`src/rtl/dram_cmd_timer_if.sv`:
```
// Command handshake and DRAM array issue bus for dram_cmd_timer.
interface dram_cmd_timer_if #(
   parameter int unsigned NUM_OF_BANKS = 8,
   parameter int unsigned NUM_OF_ROWS  = 128,
   parameter int unsigned NUM_OF_COLS  = 8
);
   localparam int unsigned BANK_W = $clog2(NUM_OF_BANKS);
   localparam int unsigned ROW_W  = $clog2(NUM_OF_ROWS);
   localparam int unsigned COL_W  = $clog2(NUM_OF_COLS);

   // requester side
   logic                    cmd_req;
   logic [1:0]              cmd;
   logic [NUM_OF_BANKS-1:0] bank_sel;
   logic [NUM_OF_ROWS-1:0]  row_sel;
   logic [NUM_OF_COLS-1:0]  col_sel;
   logic                    cmd_ack;
   logic                    cmd_err;

   // array side
   logic                    dram_cmd_valid;
   logic [1:0]              dram_cmd;
   logic [BANK_W-1:0]       dram_bank;
   logic [ROW_W-1:0]        dram_row;
   logic [COL_W-1:0]        dram_col;
   logic [NUM_OF_BANKS-1:0] bank_open;

   modport master (
      output cmd_req, cmd, bank_sel, row_sel, col_sel,
      input  cmd_ack, cmd_err, dram_cmd_valid, dram_cmd, dram_bank, dram_row, dram_col,
             bank_open
   );

   modport slave (
      input  cmd_req, cmd, bank_sel, row_sel, col_sel,
      output cmd_ack, cmd_err, dram_cmd_valid, dram_cmd, dram_bank, dram_row, dram_col,
             bank_open
   );
endinterface

```
`src/rtl/dram_cmd_timer.sv`:
```
// DRAM command timer: accepts one command at a time, checks bank state and
// tRCD/tRP/tRAS/tCCD, then issues it to the array as a single-cycle pulse.
module dram_cmd_timer #(
   parameter int unsigned NUM_OF_BANKS = 8,
   parameter int unsigned NUM_OF_ROWS  = 128,
   parameter int unsigned NUM_OF_COLS  = 8,
   parameter int unsigned T_RCD        = 4,
   parameter int unsigned T_RP         = 4,
   parameter int unsigned T_RAS        = 10,
   parameter int unsigned T_CCD        = 2
) (
   input logic             clk,
   input logic             rst_b,
   dram_cmd_timer_if.slave bus
);
   localparam int unsigned BANK_W = $clog2(NUM_OF_BANKS);
   localparam int unsigned ROW_W  = $clog2(NUM_OF_ROWS);
   localparam int unsigned COL_W  = $clog2(NUM_OF_COLS);

   localparam logic [1:0] CmdAct = 2'b00;
   localparam logic [1:0] CmdRd  = 2'b01;
   localparam logic [1:0] CmdWr  = 2'b10;
   localparam logic [1:0] CmdPre = 2'b11;

   // Timers are loaded with T-1 because the issue cycle itself counts toward the gap:
   // a timer reads 0 exactly in the first cycle a new issue is legal.
   localparam logic [7:0] LD_RCD = 8'(T_RCD - 1);
   localparam logic [7:0] LD_RP  = 8'(T_RP - 1);
   localparam logic [7:0] LD_RAS = 8'(T_RAS - 1);
   localparam logic [7:0] LD_CCD = 8'(T_CCD - 1);

   typedef enum logic [2:0] {
      StIdle, StCheck, StWait, StIssue, StAck, StAckErr
   } state_e;

   state_e state_q, state_d;

   // captured command
   logic [1:0]        cmd_q;
   logic [BANK_W-1:0] bank_q;
   logic [ROW_W-1:0]  row_q;
   logic [COL_W-1:0]  col_q;
   logic              bank_ok_q, row_ok_q, col_ok_q;

   // encoded selects
   logic [BANK_W-1:0] bank_enc;
   logic [ROW_W-1:0]  row_enc;
   logic [COL_W-1:0]  col_enc;

   // bank state and timers
   logic [NUM_OF_BANKS-1:0]            bank_open_q;
   logic [NUM_OF_BANKS-1:0][ROW_W-1:0] open_row_q;
   logic [NUM_OF_BANKS-1:0][7:0]       rcd_q, ras_q, rp_q;
   logic [7:0]                         ccd_q;

   // issued command fields, held between issues
   logic [1:0]        dram_cmd_q;
   logic [BANK_W-1:0] dram_bank_q;
   logic [ROW_W-1:0]  dram_row_q;
   logic [COL_W-1:0]  dram_col_q;

   logic is_rw, legal, ready, issue, enter_issue;

   // One-hot to binary by OR-ing indices; validity is checked separately.
   always_comb begin
      bank_enc = '0;
      row_enc  = '0;
      col_enc  = '0;
      for (int i = 0; i < NUM_OF_BANKS; i++) if (bus.bank_sel[i]) bank_enc |= BANK_W'(i);
      for (int i = 0; i < NUM_OF_ROWS; i++)  if (bus.row_sel[i])  row_enc  |= ROW_W'(i);
      for (int i = 0; i < NUM_OF_COLS; i++)  if (bus.col_sel[i])  col_enc  |= COL_W'(i);
   end

   // Capture the request and its encoded selects when leaving IDLE.
   always_ff @(posedge clk or negedge rst_b) begin
      if (!rst_b) begin
         cmd_q     <= '0;
         bank_q    <= '0;
         row_q     <= '0;
         col_q     <= '0;
         bank_ok_q <= 1'b0;
         row_ok_q  <= 1'b0;
         col_ok_q  <= 1'b0;
      end else if (state_q == StIdle && bus.cmd_req) begin
         cmd_q     <= bus.cmd;
         bank_q    <= bank_enc;
         row_q     <= row_enc;
         col_q     <= col_enc;
         bank_ok_q <= $onehot(bus.bank_sel);
         row_ok_q  <= $onehot(bus.row_sel);
         col_ok_q  <= $onehot(bus.col_sel);
      end
   end

   // Legality of the captured command and readiness of its governing timers.
   // A timer of 1 here reaches 0 in the cycle the command would issue.
   always_comb begin
      is_rw = (cmd_q == CmdRd) || (cmd_q == CmdWr);
      legal = bank_ok_q;
      ready = 1'b0;
      unique case (cmd_q)
         CmdAct: begin
            legal = legal && row_ok_q && !bank_open_q[bank_q];
            ready = rp_q[bank_q] <= 8'd1;
         end
         CmdRd, CmdWr: begin
            legal = legal && col_ok_q && bank_open_q[bank_q];
            ready = (rcd_q[bank_q] <= 8'd1) && (ccd_q <= 8'd1);
         end
         default: begin
            legal = legal && bank_open_q[bank_q];
            ready = ras_q[bank_q] <= 8'd1;
         end
      endcase
   end

   // Next-state logic.
   always_comb begin
      state_d = state_q;
      unique case (state_q)
         StIdle:   if (bus.cmd_req) state_d = StCheck;
         StCheck:  state_d = !legal ? StAckErr : (ready ? StIssue : StWait);
         StWait:   if (ready) state_d = StIssue;
         StIssue:  state_d = StAck;
         StAck:    state_d = StIdle;
         StAckErr: state_d = StIdle;
         default:  state_d = StIdle;
      endcase
   end

   // State register.
   always_ff @(posedge clk or negedge rst_b) begin
      if (!rst_b) state_q <= StIdle;
      else        state_q <= state_d;
   end

   assign issue       = (state_q == StIssue);
   assign enter_issue = (state_d == StIssue) && (state_q != StIssue);

   // Load the array-side fields on entry to ISSUE so they are valid with the pulse.
   always_ff @(posedge clk or negedge rst_b) begin
      if (!rst_b) begin
         dram_cmd_q  <= '0;
         dram_bank_q <= '0;
         dram_row_q  <= '0;
         dram_col_q  <= '0;
      end else if (enter_issue) begin
         dram_cmd_q  <= cmd_q;
         dram_bank_q <= bank_q;
         dram_row_q  <= (cmd_q == CmdAct) ? row_q : open_row_q[bank_q];
         if (is_rw) dram_col_q <= col_q;
      end
   end

   // Bank open state and open-row table, updated in the issue cycle.
   always_ff @(posedge clk or negedge rst_b) begin
      if (!rst_b) begin
         bank_open_q <= '0;
         open_row_q  <= '0;
      end else if (issue) begin
         if (cmd_q == CmdAct) begin
            bank_open_q[bank_q] <= 1'b1;
            open_row_q[bank_q]  <= row_q;
         end else if (cmd_q == CmdPre) begin
            bank_open_q[bank_q] <= 1'b0;
         end
      end
   end

   // Saturating down-counters; a load at issue overrides the decrement.
   always_ff @(posedge clk or negedge rst_b) begin
      if (!rst_b) begin
         rcd_q <= '0;
         ras_q <= '0;
         rp_q  <= '0;
         ccd_q <= '0;
      end else begin
         for (int b = 0; b < NUM_OF_BANKS; b++) begin
            rcd_q[b] <= (rcd_q[b] != 8'd0) ? rcd_q[b] - 8'd1 : 8'd0;
            ras_q[b] <= (ras_q[b] != 8'd0) ? ras_q[b] - 8'd1 : 8'd0;
            rp_q[b]  <= (rp_q[b]  != 8'd0) ? rp_q[b]  - 8'd1 : 8'd0;
            if (issue && bank_q == BANK_W'(b)) begin
               if (cmd_q == CmdAct) begin
                  rcd_q[b] <= LD_RCD;
                  ras_q[b] <= LD_RAS;
               end
               if (cmd_q == CmdPre) rp_q[b] <= LD_RP;
            end
         end
         ccd_q <= (ccd_q != 8'd0) ? ccd_q - 8'd1 : 8'd0;
         if (issue && is_rw) ccd_q <= LD_CCD;
      end
   end

   assign bus.cmd_ack        = (state_q == StAck) || (state_q == StAckErr);
   assign bus.cmd_err        = (state_q == StAckErr);
   assign bus.dram_cmd_valid = issue;
   assign bus.dram_cmd       = dram_cmd_q;
   assign bus.dram_bank      = dram_bank_q;
   assign bus.dram_row       = dram_row_q;
   assign bus.dram_col       = dram_col_q;
   assign bus.bank_open      = bank_open_q;

endmodule
```
`src/flat_wrapper.sv`:
```
// flat-port wrapper written by rule: the top's interface ports become plain ports
module dram_cmd_timer_flat 
#(
   parameter int unsigned NUM_OF_BANKS = 8,
   parameter int unsigned NUM_OF_ROWS  = 128,
   parameter int unsigned NUM_OF_COLS  = 8,
   parameter int unsigned T_RCD        = 4,
   parameter int unsigned T_RP         = 4,
   parameter int unsigned T_RAS        = 10,
   parameter int unsigned T_CCD        = 2
)
  (clk, rst_b, bus_cmd_req, bus_cmd, bus_bank_sel, bus_row_sel, bus_col_sel, bus_cmd_ack, bus_cmd_err, bus_dram_cmd_valid, bus_dram_cmd, bus_dram_bank, bus_dram_row, bus_dram_col, bus_bank_open);
  dram_cmd_timer_if #(.NUM_OF_BANKS(NUM_OF_BANKS), .NUM_OF_ROWS(NUM_OF_ROWS), .NUM_OF_COLS(NUM_OF_COLS)) bus_i ();
  input logic clk;
  input logic rst_b;
  input wire logic [$bits(bus_i.cmd_req)-1:0] bus_cmd_req;
  input wire logic [$bits(bus_i.cmd)-1:0] bus_cmd;
  input wire logic [$bits(bus_i.bank_sel)-1:0] bus_bank_sel;
  input wire logic [$bits(bus_i.row_sel)-1:0] bus_row_sel;
  input wire logic [$bits(bus_i.col_sel)-1:0] bus_col_sel;
  output wire logic [$bits(bus_i.cmd_ack)-1:0] bus_cmd_ack;
  output wire logic [$bits(bus_i.cmd_err)-1:0] bus_cmd_err;
  output wire logic [$bits(bus_i.dram_cmd_valid)-1:0] bus_dram_cmd_valid;
  output wire logic [$bits(bus_i.dram_cmd)-1:0] bus_dram_cmd;
  output wire logic [$bits(bus_i.dram_bank)-1:0] bus_dram_bank;
  output wire logic [$bits(bus_i.dram_row)-1:0] bus_dram_row;
  output wire logic [$bits(bus_i.dram_col)-1:0] bus_dram_col;
  output wire logic [$bits(bus_i.bank_open)-1:0] bus_bank_open;
  assign bus_i.cmd_req = bus_cmd_req;
  assign bus_i.cmd = bus_cmd;
  assign bus_i.bank_sel = bus_bank_sel;
  assign bus_i.row_sel = bus_row_sel;
  assign bus_i.col_sel = bus_col_sel;
  assign bus_cmd_ack = bus_i.cmd_ack;
  assign bus_cmd_err = bus_i.cmd_err;
  assign bus_dram_cmd_valid = bus_i.dram_cmd_valid;
  assign bus_dram_cmd = bus_i.dram_cmd;
  assign bus_dram_bank = bus_i.dram_bank;
  assign bus_dram_row = bus_i.dram_row;
  assign bus_dram_col = bus_i.dram_col;
  assign bus_bank_open = bus_i.bank_open;
  dram_cmd_timer #(.NUM_OF_BANKS(NUM_OF_BANKS), .NUM_OF_ROWS(NUM_OF_ROWS), .NUM_OF_COLS(NUM_OF_COLS), .T_RCD(T_RCD), .T_RP(T_RP), .T_RAS(T_RAS), .T_CCD(T_CCD)) u_core (.clk(clk), .rst_b(rst_b), .bus(bus_i));
endmodule
```
`config.mk`:
```
export PLATFORM = sky130hd
export DESIGN_NAME = dram_cmd_timer_flat
export DESIGN_NICKNAME = d
export VERILOG_FILES = /design/src/rtl/dram_cmd_timer_if.sv /design/src/rtl/dram_cmd_timer.sv /design/src/flat_wrapper.sv
export SDC_FILE = /design/constraint.sdc
export NUM_CORES = 1
export LEC_CHECK = 0
export BUFFER_PORTS_ARGS = -buffer_cell sky130_fd_sc_hd__buf_2
export CAP_MARGIN = 15
export CORE_MARGIN = 4
export CORE_UTILIZATION = 36
export CTS_BUF_LIST = sky130_fd_sc_hd__clkbuf_8 sky130_fd_sc_hd__clkbuf_16
export DETAILED_ROUTE_END_ITERATION = 6
export HOLD_SLACK_MARGIN = 0.08
export PLACE_DENSITY = 0.49
export SLEW_MARGIN = 20
export SYNTH_ARGS = -nofsm -noshare
export SYNTH_HDL_FRONTEND = slang
export SYNTH_SLANG_ARGS = --single-unit
```
`constraint.sdc`:
```
create_clock -name clk -period 5.3 [get_ports clk]
set_input_delay 0 -clock clk [delete_from_list [all_inputs] [get_ports clk]]
set_output_delay 0 -clock clk [all_outputs]
set_load 0.02 [all_outputs]
```
# Word-level counts from Yosys, hierarchy flattened
# Index checks and enable logic that the tools add are counted.
# op_classes
reduce_logical,53
bitwise,3
order_cmp,6
addsub,166
mux,273
eq_ne,23
# ops
operator,count
$mux W8,106
$add A8 B8 Y8,63
$mux W7,67
$reduce_bool A8 Y1,25
$sub A8 B1 Y8 const B,25
$mux W6,32
$add A1 B1 Y2,72
$mux W56,2
$mux W5,16
$bmux W8 S3,3
$mux W3,19
$bwmux W56,1
$le A8 B1 Y1 const B,4
$mux W4,8
$add A4 B4 Y4,6
$bmux W7 S3,1
$demux W7 S3,1
$eq A3 B3 Y1 const B,6
$logic_and A1 B1 Y1,18
$eq A3 B2 Y1 const B,5
$mux W2,6
$pmux W3 S4,1
$and A8 B8 Y8,1
$eq A4 B1 Y1 const B,2
other kinds (22),34
# word_totals
ff_bits,300
wordCells,570

# Longest topological paths before layout
# logic_depth
word_depth,127
mapped_depth,25
mapped_depth_nobuf,25

# Least setup slack after synthesis
# OpenSTA, ideal clock, no wires.
# synth_timing
path_type,input -> register
start,input port bus_row_sel[126]
end,register u_core.row_ok_q
slack_ps,-1149
stages,21
setup_ps,65
arrival_ps,6384
required_ps,5235
cell_sequence,ha_1 > inv_1 > fa_1 > inv_1 > fa_1 > inv_1 > fa_1 > fa_1 > fa_1 > fa_1 > fa_1 > fa_1 > fa_1 > inv_1 > ha_1 > fa_1 > xor2_1 > nor3_1 > o2111ai_1 > a2111oi_0 > a21o_1
# synth_between
elab_chain_cells,8
# synth_rtl
item,line,rtl
start: declaration,flat_wrapper.sv:19,input wire logic [$bits(bus_i.row_sel)-1:0] bus_row_sel;
$add A1 B1 Y2 (implied by the code),dram_cmd_timer.sv:90,row_ok_q <= $onehot(bus.row_sel);
$add A8 B8 Y8 (implied by the code) (6 in a row),dram_cmd_timer.sv:90,
$eq A8 B1 Y1,dram_cmd_timer.sv:90,
end signal: assignment,dram_cmd_timer.sv:90,
end: declaration,dram_cmd_timer.sv:43,"logic bank_ok_q, row_ok_q, col_ok_q;"
# No other way between the ends.
# A chain may end at the register's enable or synchronous reset.

# Final worst setup path
# layout_timing
start,input port bus_row_sel[17]
end,register u_core.row_ok_q
# Same word-level chain as after synthesis.

==> results.py <==
metrics = {
    "outcome": {
        "status": "complete, but fails checks",
        "violations": "setup timing",
    },
    "routing": {
        "viasPerCell": 5.01,
        "ant_nets": 0,
        "routed_wl_um": 61000,
        "remaining_drc_errors": 0,
        "dr.pass1.iters": 7,
        "drtIter0Drc": 915,
        "vias": 15500,
        "drt-wirelength-per-cell_um": 19.7,
    },
    "grt": {
        "gr-total-overflow": 0,
        "grt_max_degree": 95,
        "grt_usage_pct": 20.4,
        "grt_pass1_wl_um": 96200,
        "grt_pass1_vias": 16700,
        "antenna_found_initial": 1,
    },
    "yosys": {
        "synth-seq-area-share_pct": 36.8,
        "synth_area_um2": 20400,
        "synth_edf_count": 0,
        "syn-num-nets": 2430,
        "ys_types": 62,
        "async_flop_share_pct": 100,
        "syn_inst": 1985,
        "syn_avg_cell_area_um2": 10.3,
        "ys_ff_latch": 300,
        "yosys_warnings": 0,
        "synthFlopType": "dfrtp_1",
    },
    "worst_hold_path": {
        "hold_class": "input pin to asynchronous set/reset pin",
    },
    "die": {
        "initial_core_util_pct": 36.3,
        "die-area_um2": 60600,
        "die_w_um": 246,
        "design.portCount": 175,
        "core_area_um2": 56300,
        "fp-row-count": 87,
        "fp.dieH_um": 246,
    },
    "placement": {
        "gp_congestion": 0.953,
        "port_buffers": 174,
        "dpl.hpwl_um": 48000,
    },
    "worst_setup_path": {
        "path_cells": "buf_4 > ha_2 > fa_1 > inv_1 > fa_1 > fa_1 > fa_1 > fa_1 > fa_1 > fa_1 > fa_1 > fa_1 > inv_2 > ha_4 > fa_2 > a21o_1 > a21oi_2 > a21oi_2 > a2111oi_2 > a21o_1",
        "reg2reg_from": "u_core.bank_q[2]",
        "crit_buf_inv": 3,
        "reg2reg_setup_slack_ns": 1.41,
        "cp.required_ns": 5.75,
        "cp-end-kind": "flip-flop",
        "reg2reg_to": "u_core.bus.dram_col[0]",
        "crit_slowest_cell": "fa_1",
        "critPathTopFamily": "adder cells",
        "max_stage_delay_ns": 0.57,
        "crit_arrival_ns": 6.39,
        "rr_worst_depth": 8,
        "crit_top_cell": "fa_1",
        "path_class": "input pin to flip-flop",
        "crit_path_start_kind": "input pin",
        "critPathMaxFanout": 3,
    },
    "sta": {
        "clock_skew_ns": 0.0171,
        "setup_ws_ns": -0.639,
        "rsz0062_at_grt": "yes",
        "max_freq_mhz": 168,
        "period_share_pct": 112,
        "max-slew-margin-rel_pct": 31.8,
        "finalHoldViolations": 0,
        "layout_min_cycle_time_ns": 5.94,
        "drv_slew": 0,
        "worst_pin_slew_ns": 1.01,
        "tns_ns": -0.639,
        "setup_violations": 1,
    },
    "cells_and_area": {
        "num_antenna_cells": 0,
        "area_growth_pct": 23.0,
        "multi_input_area_um2": 12200,
        "final_layout_size_suffix_gt1_share_pct": 24.4,
        "fill_cells": 5413,
        "finalNetCount": 2761,
        "final-seq-area_um2": 7510,
    },
    "clock_network": {
        "cts_tree": "yes",
        "htree_levels": 2,
        "clock_latency_ns": 0.53,
        "clock_sinks": 300,
        "cts_made_buffers": 34,
        "cts_buffer_depth": 3,
        "cts_root_buf": "clkbuf_16",
        "clk_pin_slew_ns": 0.06,
    },
    "job": {
        "drv_cap": 0,
    },
}
-- layout by cell type (no fill, tap or decap), drive strengths merged, types with 42 or more instances in the layout --
master and count:
nor2 249, o21ai 76, dlygate4sd3 42, nand2 99
mux2 80, inv 272, nor4 96, buf 296
fa 138, ha 158, dfrtp 300, xor2 60
nor3 79, xnor2 77
-- state kept, by name, summed over array words and instances (netlist names), 3 cells and up, named ones only --
signal,count
u_core.col_q,3
u_core.bus.dram_bank,3
u_core.ccd_q,8
u_core.rcd_q,64
u_core.row_q,7
u_core.ras_q,64
u_core.state_q,3
u_core.bank_q,3
u_core.open_row_q,56
u_core.bus.dram_row,7
u_core.rp_q,64
u_core.bus.dram_col,3
-- synth_stat cells, drive strengths merged, types with 19 or more instances --
master  instances  share of area, %
dfrtp         300                37
xnor2          77               3.3
nand3          28              0.69
nand2          99               1.8
mux4           19               2.1
nor3           79               1.9
ha            158               9.7
xor2           60               2.6
a21oi          29              0.71
nor4           96               3.0
nand2b         40               1.2
clkbuf         27              0.50
inv           260               4.8
fa            138                14
nor2          249               4.6
mux2           80               4.6
o21ai          76               1.9
-- how the worst max path moves through the flow --
stage	start	endpoint	slack [ns]	cells past startpoint
final	bus_row_sel[17]	u_core.row_ok_q	-0.64	20
after global routing	bus_row_sel[100]	u_core.row_ok_q	-0.77	22
after CTS	bus_row_sel[114]	u_core.row_ok_q	-0.63	22
after detailed placement	bus_row_sel[80]	u_core.row_ok_q	-1.34	20
after global placement	bus_row_sel[80]	u_core.row_ok_q	-1.30	20
after floorplan	bus_row_sel[97]	u_core.row_ok_q	-0.83	21
-- layout make-up --
cell class	count	area share [%]
clock inverter	18	0.658
multi-input combinational	1382	48.6
inverter	260	3.89
clock buffer	41	3.82
timing repair buffer	338	9.40
tap	756	3.77
sequential	300	29.9
-- what timing repair did --
action | CTS | global route
hold buffers | 42 | 0
setup endpoints to repair | 1 | 1
setup buffers | 1 | 0
endpoints found under the hold margin | 106 | 0
pin swaps | 64 | 57
resized for setup | 87 | 57
-- per-stage QoR --
| step | utilization (%) | cell area (µm²) | worst slack, ns | std cells | hold WS, ns |
|---|---|---|---|---|---|
| after floorplan | - | 20500 | -0.835 | 1985 | -0.296 |
| after global placement | 40.9 | 23000 | -1.30 | 2993 | 0.0741 |
| after detailed placement | 40.9 | 23000 | -1.34 | 2993 | 0.0719 |
| after CTS | 44.3 | 24900 | -0.628 | 3095 | 0.0874 |
| after global routing | 44.6 | 25100 | -0.772 | 3095 | 0.131 |
| final | 44.6 | 25100 | -0.639 | 3095 | 0.0830 |
-- routing by layer --
metal,GRT usage [%],vias to the layer above,share of wire (%)
li1,-,7309,-
met1,28.0,7769,46
met2,34.3,319,48
met3,2.67,109,3.6
met4,5.44,2,2.7
met5,0,-,0.031
-- cell families after synthesis --
| family | share of synthesized area, % |
|---|---|
| AND/OR/NAND/NOR | 16.0 |
| flip-flops | 36.8 |
| AO/OA/AOI/OAI | 5.09 |
| multiplexers | 7.32 |
| XOR/XNOR | 5.88 |
| adder cells (fa/ha/maj) | 23.2 |
| buffers and inverters | 5.69 |
Power is left out: the tool's default activity adds up to more than one toggle a clock period on the data nets, which glitch-free logic cannot reach.
